**config.mk**
```make
export PLATFORM = sky130hd
export DESIGN_NAME = regfile_write_arbiter
export DESIGN_NICKNAME = d
export VERILOG_FILES = /design/src/rtl/regfile_write_arbiter.sv
export SDC_FILE = /design/constraint.sdc
export NUM_CORES = 1
export LEC_CHECK = 0
export CAP_MARGIN = 5
export CELL_PAD_IN_SITES_DETAIL_PLACEMENT = 1
export CELL_PAD_IN_SITES_GLOBAL_PLACEMENT = 2
export CORE_MARGIN = 5
export CORE_UTILIZATION = 33
export CTS_CLUSTER_SIZE = 8
export DETAILED_ROUTE_END_ITERATION = 12
export DONT_BUFFER_PORTS = 1
export GPL_ROUTABILITY_DRIVEN = 0
export GPL_TIMING_DRIVEN = 1
export PLACE_DENSITY = 0.8
export SYNTH_ARGS = -nofsm -noshare
export SYNTH_HDL_FRONTEND = slang
export SYNTH_SLANG_ARGS = --single-unit
export TNS_END_PERCENT = 20
```
**constraint.sdc**
```tcl
create_clock -name clock -period 2.2 [get_ports clock]
set_input_delay 0.22 -clock clock [delete_from_list [all_inputs] [get_ports clock]]
set_output_delay 0.22 -clock clock [all_outputs]
set_load 0.03 [all_outputs]
```
**src/rtl/regfile_write_arbiter.sv**
```systemverilog
// Round-robin arbiter for the shared register-file write port. The outputs are registered.
// Define RF_ZERO_REG_EN to make register 0 read-only zero: its grants are acked but never written.
module regfile_write_arbiter #(
    parameter int N_REQ  = 3,
    parameter int ADDR_W = 3,
    parameter int DATA_W = 16
) (
    input  logic                    clock,
    input  logic                    reset,
    input  logic [N_REQ-1:0]        req,
    input  logic [N_REQ*ADDR_W-1:0] req_addr,
    input  logic [N_REQ*DATA_W-1:0] req_data,
    output logic [N_REQ-1:0]        ack,
    output logic                    rf_write,
    output logic [ADDR_W-1:0]       rf_addr,
    output logic [DATA_W-1:0]       rf_data,
    output logic                    busy,
    output logic [15:0]             wr_count
);
    localparam int               PTR_W = $clog2(N_REQ);
    localparam logic [PTR_W-1:0] LAST  = PTR_W'(N_REQ - 1);

    logic [PTR_W-1:0]  r_ptr;
    logic [N_REQ-1:0]  r_ack;
    logic              r_rf_write;
    logic [ADDR_W-1:0] r_rf_addr;
    logic [DATA_W-1:0] r_rf_data;
    logic [15:0]       r_wr_count;

    logic [N_REQ-1:0]  w_elig;
    logic              w_found;
    logic [PTR_W-1:0]  w_win;
    logic [PTR_W-1:0]  w_idx;
    logic [PTR_W-1:0]  w_ptr_nxt;
    logic [ADDR_W-1:0] w_addr;
    logic [DATA_W-1:0] w_data;
    logic [N_REQ-1:0]  w_ack_nxt;
    logic              w_wr_en;

    // Scanning from the far end lets the candidate closest to r_ptr overwrite the others.
    always_comb begin
        w_elig  = req & ~r_ack;
        w_found = 1'b0;
        w_win   = r_ptr;
        w_idx   = '0;
        for (int k = N_REQ - 1; k >= 0; k--) begin
            w_idx = PTR_W'((int'(r_ptr) + k) % N_REQ);
            if (w_elig[w_idx]) begin
                w_found = 1'b1;
                w_win   = w_idx;
            end
        end
    end

    always_comb begin
        w_addr    = '0;
        w_data    = '0;
        w_ack_nxt = '0;
        for (int i = 0; i < N_REQ; i++) begin
            if (w_win == PTR_W'(i)) begin
                w_addr       = req_addr[i*ADDR_W +: ADDR_W];
                w_data       = req_data[i*DATA_W +: DATA_W];
                w_ack_nxt[i] = w_found;
            end
        end
        w_ptr_nxt = (w_win == LAST) ? '0 : w_win + 1'b1;
`ifdef RF_ZERO_REG_EN
        w_wr_en = w_found && (w_addr != '0);
`else
        w_wr_en = w_found;
`endif
    end

    always_ff @(posedge clock or posedge reset) begin
        if (reset) begin
            r_ptr      <= '0;
            r_ack      <= '0;
            r_rf_write <= 1'b0;
            r_rf_addr  <= '0;
            r_rf_data  <= '0;
            r_wr_count <= '0;
        end else begin
            r_ack      <= w_ack_nxt;
            r_rf_write <= w_wr_en;
            if (w_found) begin
                r_ptr <= w_ptr_nxt;
            end
            if (w_wr_en) begin
                r_rf_addr <= w_addr;
                r_rf_data <= w_data;
            end
            if (w_wr_en && (r_wr_count != 16'hFFFF)) begin
                r_wr_count <= r_wr_count + 16'd1;
            end
        end
    end

    assign ack      = r_ack;
    assign rf_write = r_rf_write;
    assign rf_addr  = r_rf_addr;
    assign rf_data  = r_rf_data;
    assign wr_count = r_wr_count;
    assign busy     = r_rf_write | (|req);

endmodule

```
# Word-level counts from Yosys, hierarchy flattened
# Cells that the tools add are included.
dict set report op_classes {
  reduce_logical 3
  muxes 22
  n_eq_ne 3
  div 3
  addsub 4
  n_bitwise 3
  order_cmp 3
}
# op n
set op_table {}
lappend op_table {{$mod A32 B3 Y32 const B} 2}
lappend op_table {{$mux W16} 3}
lappend op_table {{$mod A3 B3 Y32 const B} 1}
lappend op_table {{$add A16 B1 Y16 const B} 1}
lappend op_table {{$ne A16 B16 Y1 const B} 1}
lappend op_table {{$lt A2 B3 Y1 const B} 3}
lappend op_table {{$mux W1} 9}
lappend op_table {{$mux W3} 3}
lappend op_table {{$mux W2} 4}
lappend op_table {{$bmux W1 S2} 3}
lappend op_table {{$add A2 B1 Y3 const B} 1}
lappend op_table {{$add A2 B2 Y3 const B} 1}
lappend op_table {{$and A3 B3 Y3} 1}
lappend op_table {{$not A3 Y3} 1}
lappend op_table {{$reduce_or A3 Y1} 1}
lappend op_table {{$add A2 B1 Y2 const B} 1}
lappend op_table {{$eq A2 B1 Y1 const B} 1}
lappend op_table {{$eq A2 B2 Y1 const B} 1}
lappend op_table {{$logic_not A2 Y1} 1}
lappend op_table {{$logic_and A1 B1 Y1} 1}
lappend op_table {{$or A1 B1 Y1} 1}
dict set report totals {
  word_cells 47
  inputBits 62
  reg_bits 41
  out_inout_bits 40
}

# Depth between registers and ports, before layout
# Gate-level depths: netlist of run 1.
dict set report depth {
  word_depth 11
  depth_mapped 12
  mapped_depth_nobuf 9
}

# Worst setup path before layout of run 1
# No wires, ideal clock.
dict set report synth_path {
  path_type {reg-to-reg}
  startpoint {register r_ptr[0]}
  endpoint {register r_wr_count[12], in the netlist wr_count[12]}
  path_buffers 2
  path_slack_ps -3
  arrival_ps 2078
  path_stages_with_launch 11
  path_cell_list {dfrtp_1 > inv_1 > ha_1 > clkbuf_2 > nor3_1 > a21oi_1 > o21ai_2 > or2_1 > buf_6 > nor4_1 > mux2_2}
}
dict set report synth_via {
  elab_chain_len 8
  elab_cells_between_ends 15
  cone_classes {add/sub: 2; div: 3; mux: 9; reduce/logical: 1}
}
# item line
set synth_rtl {}
lappend synth_rtl {{from (decl)} 23} ;# logic [PTR_W-1:0] r_ptr;
lappend synth_rtl {{from (signal assigned)} 86} ;# r_ptr <= w_ptr_nxt;
lappend synth_rtl {{$add A2 B2 Y3} 47} ;# w_idx = PTR_W'((int'(r_ptr) + k) % N_REQ);
lappend synth_rtl {{$mod A32 B3 Y32} 47}
lappend synth_rtl {{$bmux W1 S2} 48} ;# if (w_elig[w_idx]) begin
lappend synth_rtl {{$mux W1 (implied by the code)} 48}
lappend synth_rtl {{$mux W1 (2 in series)} 48}
lappend synth_rtl {{$mux W1 *} 48}
lappend synth_rtl {{$logic_and A1 B1 Y1 *} 92} ;# if (w_wr_en && (r_wr_count != 16'hFFFF)) begin
lappend synth_rtl {{to (signal assigned)} 93} ;# r_wr_count <= r_wr_count + 16'd1;
lappend synth_rtl {{to (decl)} 28} ;# logic [15:0] r_wr_count;
# Mark *: on every way between the ends. The rest lies on a longest branch, timed or not. The select of a mux whose other input is x is not followed.
# A chain may end at the register's enable or synchronous reset.

# Worst setup path in the final report of run 1
dict set report layout_path {
  startpoint {register r_ptr[0]}
  endpoint {register r_rf_data[14], in the netlist rf_data[14]}
}
dict set report layout_via {
  elab_chain_len 11
  elab_cells_between_ends 23
  cone_classes {add/sub: 2; div: 3; eq/ne: 2; mux: 15; reduce/logical: 1}
}
# item line
set layout_rtl {}
lappend layout_rtl {{$add A2 B2 Y3} 47}
lappend layout_rtl {{$mod A32 B3 Y32} 47}
lappend layout_rtl {{$bmux W1 S2} 48}
lappend layout_rtl {{$mux W1 (implied by the code)} 48}
lappend layout_rtl {{$mux W2 (3 in series)} 48}
lappend layout_rtl {{$logic_not A2 Y1} 60} ;# if (w_win == PTR_W'(i)) begin
lappend layout_rtl {{$mux W16 (3 in series)} 60}
lappend layout_rtl {{to (signal assigned)} 90} ;# r_rf_data <= w_data;
lappend layout_rtl {{to (decl)} 27} ;# logic [DATA_W-1:0] r_rf_data;
# Several ways; a longest one is shown, not always the timed one. The select of a mux whose other input is x is not followed.

==> flow_summary.json, run 1 <==
{
  "status": "complete, no violations",
  "rrSetupSlack_ps": 10,
  "initial_core_util": 0.339,
  "cts_tree": "done",
  "relSlewSlack": 0.533,
  "grt_overflow": 0,
  "drive_above_1_share": 0.374,
  "htreeDepth": 2,
  "hold_viol": 0,
  "stdcell_count": 396,
  "setup-tns-final_ps": 0,
  "clk_latency_ps": 290,
  "hold_depth": 2,
  "synthFlopType": "dfrtp_1",
  "final_nets": 362,
  "core_area_um2": 7210,
  "period_minus_slack_ps": 2190,
  "drc_errors": 0,
  "synth-seq-cells": 41,
  "netlist_area_um2": 2440,
  "finalSetupViolations": 0,
  "hold_end": "rf_data[2]$_DFFE_PP0N_",
  "slew_viol_final": 0,
  "synth_compound_area_frac": 0.223,
  "start_kind": "flop",
  "startpoint": "r_ptr[0]$_DFFE_PP0N_",
  "antenna_found_initial": 0,
  "min_from": "req_data[2]",
  "synth_edf_count": 0,
  "muxShareOfSynthArea": 0.0133,
  "end_kind": "flop",
  "die_area_um2": 9230,
  "synthXorXnorAreaFrac": 0.0502,
  "synth_top_family_by_area": "compound AO/OA/AOI/OAI gates",
  "r2r-end": "rf_data[14]$_DFFE_PP0N_",
  "synth.distinct_cells": 47,
  "final_common_cell": "dfrtp_1",
  "grt_pass1_wl_um": 12600,
  "avgRoutedWirePerCell_um": 21.9,
  "yosysWarnings": 0,
  "antenna_cells": 0,
  "critPathRequiredTime_ps": 2370,
  "rsz0062_at_grt": "true",
  "port_buffers": 0,
  "drt_wl_total_um": 8660,
  "first_iter_violations": 86,
  "syn_nets": 325,
  "syn_avg_cell_area_um2": 9.40,
  "io_pins": 102,
  "async_reset_ff_frac": 1.00,
  "path_max_fanout": 8,
  "r2r-start": "r_ptr[0]$_DFFE_PP0N_",
  "fin_crit_sh": 0.994,
  "clkSinkCount": 41,
  "grt_max_degree": 42,
  "firstDrtPassIters": 4,
  "die_h_um": 96.1,
  "root_buffer": "clkbuf_8",
  "final_cell_mix": "dfrtp_1, buf_4, nand2_1, nor4_2, a211oi_1",
  "synthSimpleGateAreaFrac": 0.221,
  "r2r_cells": 9,
  "cp.arrival_ps": 2360,
  "dpl.cell_count": 384,
  "skew_ps": 5.43,
  "area_delta_synth_final_pct": 38.4,
  "viasPerCell": 6.09,
  "ys_seq_area_frac": 0.420,
  "vias": 2412,
  "numCtsBuffers": 5,
  "syn_inst": 260,
  "cap_violations": 0,
  "clkTransAtPathRegs_ps": 80,
  "hold_path_class": "input port to flop",
  "fmax_mhz": 457,
  "first_global_vias": 2443,
  "die_w_um": 96.1,
  "crit_type": "flop to flop",
  "grt_use_total": 0.175,
  "cts_buffer_depth": 2,
  "synth_fa_ha_area_frac": 0.0154,
  "drtAntennaViolNets": 0,
  "dp_hpwl_um": 5770,
  "num_rows": 31,
  "tightest_slew_ps": 695
}
## cell type report
cell class	instances	area, um2
Clock buffer	7	86.3
Fill cell	817	3830
Inverter	9	36.3
Multi-Input combinational cell	190	1620
Sequential cell	41	1030
Tap cell	99	124
Timing Repair Buffer	50	493
## critical path: stages (launching register included)
cell and delay, ps:
dfrtp_1 400, inv_2 90, ha_4 230, nor4b_1 260
a31oi_1 110, and2_1 210, o22a_4 230, clkbuf_16 180
a221oi_2 280, a211oi_1 70
## timing repair
| item | in CTS | in global routing |
|---|---|---|
| gates cloned | 1 | 2 |
| pin swaps | 2 | 9 |
| hold endpoints to repair | 41 | 0 |
| gates resized for setup | 16 | 45 |
| setup buffers | 1 | 0 |
| endpoints found under the setup margin | 35 | 33 |
| hold buffers | 1 | 0 |
## Yosys cell counts, types with 7 or more instances
cell type | instances | area share
a211oi_1 | 18 | 0.055
a221oi_1 | 12 | 0.043
clkbuf_1 | 10 | 0.015
dfrtp_1 | 41 | 0.42
inv_1 | 8 | 0.012
nand2_1 | 19 | 0.029
nand3_1 | 8 | 0.016
nor2_1 | 7 | 0.011
nor3_1 | 10 | 0.020
nor4_1 | 28 | 0.072
o21ai_0 | 12 | 0.025
xor2_1 | 12 | 0.043
## worst max path at each step
stage                                to
6_report        rf_data[14]$_DFFE_PP0N_
2_1_floorplan  wr_count[12]$_DFFE_PP0P_
5_1_grt          rf_data[8]$_DFFE_PP0N_
3_3_place_gp     rf_addr[2]$_DFFE_PP0N_
3_5_place_dp     rf_addr[2]$_DFFE_PP0N_
4_1_cts          rf_addr[2]$_DFFE_PP0N_
## metrics by stage
step / cell area [um2] / hold slack [ps] / setup WS (ps) / util
floorplan: 2450 / 408 / 25.4 / -
global placement: 2860 / 276 / -123 / 0.397
detailed placement: 2860 / 281 / -157 / 0.397
CTS: 3090 / 125 / -9.93 / 0.429
global route: 3380 / 128 / -128 / 0.469
finish: 3380 / 119 / 12.8 / 0.469
## routing by layer
layer  global-route usage  up-vias  wire [um]
met2                0.305       75       4430
met1                0.211     1247       3500
li1                     -     1081          -
met5                    0        -          0
met3               0.0438        9        635
met4               0.0498        0         99
## sequential cells by signal, indices dropped and copies added, names as in the netlist
name and flops:
rf_data 16, wr_count 16, ack 3, rf_addr 3, r_ptr 2, rf_write 1
## cells by family (layout without fill, tap and decap cells)
| kind of cell | Yosys count | in the layout |
|---|---|---|
| simple gates | 95 | 95 |
| compound gates | 75 | 75 |
| flops | 41 | 41 |
| buf+inv | 29 | 66 |
| xor+xnor | 14 | 14 |
| fa+ha+maj | 3 | 3 |
| mux | 3 | 3 |
Power of run 1 is not shown: default switching activity piles up to over one toggle a cycle in this logic, so the estimate is an artifact.
==> inputs of run 2 (changes only) <==
ABC_AREA = 1   (was default)
CORE_ASPECT_RATIO = 0.6   (was default)
CORE_UTILIZATION = 30   (was 33)
PLACE_DENSITY = 0.73   (was 0.8)
==> run 2 against run 1 <==
Count of clock-buffer cells in the layout shrank 1. Hold slack gained 18 ps. Via count grew 5.4%. Setup slack gained 91 ps. Area after synthesis grew 11%. Non-clock buffer count shrank 17. Register-to-register slack gained 90 ps. Clock skew shrank 1.2 ps. Final cell count grew 33%. Flip-flop and latch count is the same.
==> flow_summary.json, run 2 <==
{
  "status": "complete, no violations",
  "yosysTopAreaCellShare": 0.377,
  "postCtsSetupRepairBufs": 0,
  "antenna_cells": 0,
  "die_h_um": 83.8,
  "dp_hpwl_um": 7050,
  "rsz0062_at_grt": "true",
  "first_iter_violations": 67,
  "clkSinkCount": 41,
  "cpMostUsedCell": "nand2_1",
  "root_buffer": "clkbuf_16",
  "drc_errors": 0,
  "yosysMostFrequentCell": "nand2_1",
  "htreeDepth": 2,
  "end_kind": "flop",
  "relSlewSlack": 0.677,
  "synth-seq-cells": 41,
  "cts_buffer_depth": 2,
  "syn_inst": 389,
  "firstDrtPassIters": 4,
  "cap_violations": 0,
  "critPathRequiredTime_ps": 2430,
  "netlist_area_um2": 2720,
  "synthTopCellsByCount": "nand2_1, inv_1, dfrtp_1",
  "numCtsBuffers": 5,
  "initial_core_util": 0.314,
  "clkTransAtPathRegs_ps": 60,
  "grt_pass1_wl_um": 14600,
  "synth.distinct_cells": 30,
  "syn_avg_cell_area_um2": 7.00,
  "dpl-instance-area_um2": 3040,
  "fmax_mhz": 477,
  "first_global_vias": 2701,
  "critPathSlowestCell": "dfrtp_1",
  "synthFlopType": "dfrtp_1",
  "cp.arrival_ps": 2320,
  "cts_tree": "done",
  "final_nets": 480,
  "clk_latency_ps": 290,
  "drive_above_1_share": 0.183,
  "hold_path_class": "input port to flop",
  "hold_viol": 0,
  "io_pins": 102,
  "fin_area_um2": 3270,
  "netlist_top_cells_area": "dfrtp_1, nand2_1, inv_1",
  "avgRoutedWirePerCell_um": 17.1,
  "viasPerCell": 4.81,
  "syn_nets": 454,
  "vias": 2542,
  "yosysTopAreaCell": "dfrtp_1",
  "async_reset_ff_frac": 1.00,
  "ys_seq_area_frac": 0.377,
  "port_buffers": 0,
  "path_max_fanout": 13,
  "area_delta_synth_final_pct": 20.0,
  "slew_viol_final": 0,
  "skew_ps": 4.22,
  "grt_max_degree": 21,
  "core_area_um2": 8690,
  "timing.hold.ws_ps": 137,
  "period_minus_slack_ps": 2100,
  "yosysWarnings": 0,
  "final_cell_mix": "nand2_1, inv_1, dfrtp_1, nand3_1, buf_4",
  "die_area_um2": 11100,
  "die_w_um": 133,
  "drtAntennaViolNets": 0,
  "final_common_cell": "nand2_1",
  "tightest_slew_ps": 484,
  "worstPathCellList": "inv_2, ha_4, inv_2, nand3_1, nand3_1, nand2_2, nand2_1, nand2_1, nand2_4, buf_4, nand4_1, nor2_1, nor2_1, nand2_1",
  "crit_type": "flop to flop",
  "start_kind": "flop",
  "grt_use_total": 0.165,
  "synth_edf_count": 0,
  "antenna_found_initial": 0,
  "grt_overflow": 0,
  "finalSetupViolations": 0,
  "fin_crit_sh": 0.953,
  "drt_wl_total_um": 9040,
  "num_rows": 26,
  "max_stage_delay_ps": 390
}
[run 2: kinds of logic after synthesis]
| logic type | after synthesis | synth area share |
|---|---|---|
| xor+xnor | 14 | 0.0450 |
| simple gates | 223 | 0.378 |
| fa+ha+maj | 3 | 0.0138 |
| compound gates | 27 | 0.0510 |
| flops | 41 | 0.377 |
| buf+inv | 80 | 0.132 |
| mux | 1 | 0.00413 |
[run 2: final timing paths]
check	slack, ps	start	cells after the start	endpoint
worst max-delay path	100	r_ptr[0]$_DFFE_PP0N_	14	rf_data[12]$_DFFE_PP0N_
worst min-delay path	140	req_data[28]	4	rf_data[12]$_DFFE_PP0N_
worst max register to register	100	r_ptr[0]$_DFFE_PP0N_	14	rf_data[12]$_DFFE_PP0N_
worst min register to register	570	wr_count[3]$_DFFE_PP0P_	2	wr_count[3]$_DFFE_PP0P_
max in group asynchronous	1200	reset	3	r_ptr[0]$_DFFE_PP0N_
min in group asynchronous	420	reset	2	wr_count[12]$_DFFE_PP0P_
[run 2: metrics by stage]
| stage | utilization | cells | setup slack (ps) | TNS (ps) |
|---|---|---|---|---|
| floorplan | - | 389 | 293 | 0 |
| global placement | 0.350 | 519 | 116 | 0 |
| detailed placement | 0.350 | 519 | -2.37 | -2.37 |
| CTS | 0.373 | 528 | 51.1 | 0 |
| global route | 0.376 | 528 | -46.4 | -336 |
| finish | 0.376 | 528 | 104 | 0 |
[run 2: final cells by class]
class	count	area (um2)
repair buffers	33	308
fillers	1080	5420
well taps	112	140
multi-input cells	268	1370
flip-flops and latches	41	1030
clock inverters	2	37.5
inverters	66	250
clock buffers	6	139
[run 2: repair_timing]
| item | in CTS | in global routing |
|---|---|---|
| pin swaps | 0 | 1 |
| endpoints found under the setup margin | 1 | 25 |
| resized for setup | 1 | 13 |
| endpoints found under the hold margin | 18 | 0 |
| hold buffers | 1 | 0 |
[run 2: critical path, delay by kind of cell (launching register included)]
| kind | cells | cell delay (ps) |
|---|---|---|
| adder cells (fa/ha/maj) | 1 | 220 |
| buffers and inverters | 3 | 400 |
| AND/OR/NAND/NOR | 10 | 1030 |
| flip-flops | 1 | 390 |
[run 2: per-layer routing]
layer | GRT usage | up-vias | share of wire
met5 | 0 | - | 0
met4 | 0.0358 | 0 | 0.0095
met3 | 0.0627 | 8 | 0.087
met2 | 0.235 | 91 | 0.40
met1 | 0.235 | 1189 | 0.51
li1 | - | 1254 | -
Power of run 2 is left out for the same reason.
==> inputs of run 3 (changes only) <==
PLACE_DENSITY = default   (was 0.73)
PLACE_DENSITY_LB_ADDON = 0.1   (was default)
==> run 3 against run 2 <==
First-iteration DRC count grew 100%. Flip-flop and latch count is the same. Fmax grew 2.0%. Clock skew grew 0.68 ps. Critical endpoint is now rf_data[8]$_DFFE_PP0N_.
==> flow_summary.json, run 3 (synthesis gave the netlist of run 2 again) <==
{
  "grt_util_met2": 0.209,
  "firstDrtPassIters": 4,
  "num_rows": 26,
  "antenna_found_initial": 0,
  "drive_above_1_share": 0.196,
  "die_w_um": 133,
  "met1_usage": 0.271,
  "hold_depth": 4,
  "hold_viol": 0,
  "first_iter_violations": 134,
  "port_buffers": 0,
  "io_pins": 102,
  "final_cell_mix": "nand2_1, inv_1, dfrtp_1, buf_4, nand3_1",
  "globalRouteMet3Util": 0.0693,
  "start_kind": "flop",
  "skew_ps": 4.90,
  "clk_latency_ps": 280,
  "clkTransAtPathRegs_ps": 60,
  "rrSetupSlack_ps": 150,
  "busiest_layer": "met1",
  "startpoint": "r_ptr[0]$_DFFE_PP0N_",
  "die_area_um2": 11100,
  "grt_pass1_wl_um": 14900,
  "critPathRequiredTime_ps": 2380,
  "path_max_fanout": 8,
  "final_util": 0.384,
  "r2r_cells": 15,
  "fin_crit_sh": 0.934,
  "cp.arrival_ps": 2230,
  "die_h_um": 83.8,
  "period_minus_slack_ps": 2050,
  "htreeDepth": 2,
  "fmax_mhz": 487,
  "cap_violations": 0,
  "core_area_um2": 8690,
  "grt_max_degree": 20,
  "hold_path_class": "input port to flop",
  "final_nets": 493,
  "crit_type": "flop to flop",
  "vias": 2599,
  "r2r-start": "r_ptr[0]$_DFFE_PP0N_",
  "viasPerCell": 4.81,
  "hold_end": "rf_data[4]$_DFFE_PP0N_",
  "tightest_slew_ps": 418,
  "antenna_cells": 0,
  "avgRoutedWirePerCell_um": 17.6,
  "min_from": "req_data[20]",
  "relSlewSlack": 0.719,
  "end_kind": "flop",
  "numCtsBuffers": 5,
  "cts_tree": "done",
  "r2r-end": "rf_data[8]$_DFFE_PP0N_",
  "dp_hpwl_um": 7500,
  "grt_use_total": 0.171,
  "drc_errors": 0,
  "initial_core_util": 0.314,
  "root_buffer": "clkbuf_16",
  "first_global_vias": 2576,
  "drtAntennaViolNets": 0,
  "grt_overflow": 0,
  "dp_slack_ps": 8.31,
  "slew_viol_final": 0,
  "cts_buffer_depth": 2,
  "final_common_cell": "nand2_1",
  "drt_wl_total_um": 9490,
  "area_delta_synth_final_pct": 22.5,
  "status": "complete, no violations",
  "clkSinkCount": 41,
  "finalSetupViolations": 0,
  "worst_slack_ps": 146
}
run 3: changes by cell type in the layout (fill, tap and decap cells not counted), moves of 2 or more:
| cell | previous run | this run |
|---|---|---|
| buf_6 | 2 | 4 |
| buf_4 | 26 | 38 |
| nor2_1 | 11 | 14 |
| buf_12 | 4 | 0 |
| nor2_2 | 4 | 1 |
run 3: cell type report:
cell class | count | area (um2)
clock buffer | 5 | 125
multi-input combinational | 270 | 1400
fill | 1097 | 5350
clock inverter | 2 | 35.0
sequential | 41 | 1030
tap | 112 | 140
timing repair buffer | 44 | 355
inverter | 66 | 253
run 3: per-layer routing:
metal / share of wire / routed length [um] / vias up
li1: - / - / 1288
met1: 0.54 / 5150 / 1216
met2: 0.36 / 3380 / 90
met3: 0.095 / 902 / 5
met4: 0.0056 / 53 / 0
met5: 0 / 0 / -
run 3: worst max-delay path, stage by stage, from the launching register on:
cell and delay, ps:
dfrtp_1 380, inv_2 90, ha_4 230, inv_4 80, nand3_1 70, nand3_1 100
nand2_2 80, nand2_1 70, nand2_1 80, nand2_4 140, nand2_8 110, buf_4 160
o21ai_0 170, nand2_1 80, nand2_1 60, nand2_1 40
run 3: repair_timing:
item | CTS | global route
hold endpoints to repair | 14 | 0
hold buffers | 1 | 0
resized for setup | 1 | 17
setup endpoints to repair | 2 | 26
gates cloned | 1 | 1
buffers inserted | 0 | 7
pin swaps | 1 | 4
run 3: how the worst max path moves through the flow:
| stage | to | slack (ps) | cells past startpoint |
|---|---|---|---|
| finish | rf_data[8]$_DFFE_PP0N_ | 150 | 15 |
| global route | rf_data[8]$_DFFE_PP0N_ | -20 | 15 |
| CTS | rf_data[1]$_DFFE_PP0N_ | 20 | 14 |
| detailed placement | rf_data[10]$_DFFE_PP0N_ | 8 | 16 |
| global placement | rf_addr[2]$_DFFE_PP0N_ | 30 | 13 |
| floorplan | rf_data[14]$_DFFE_PP0N_ | 290 | 15 |
run 3: per-stage QoR:
| stage | area, um2 | setup TNS (ps) | instances | hold slack (ps) |
|---|---|---|---|---|
| 2_1_floorplan | 2720 | 0 | 389 | 417 |
| 3_3_place_gp | 3020 | 0 | 523 | 95.0 |
| 3_5_place_dp | 3020 | 0 | 523 | 100 |
| 4_1_cts | 3210 | 0 | 532 | 136 |
| 5_1_grt | 3340 | -23.6 | 540 | 141 |
| 6_report | 3340 | 0 | 540 | 136 |
Power of run 3 is left out for the same reason.
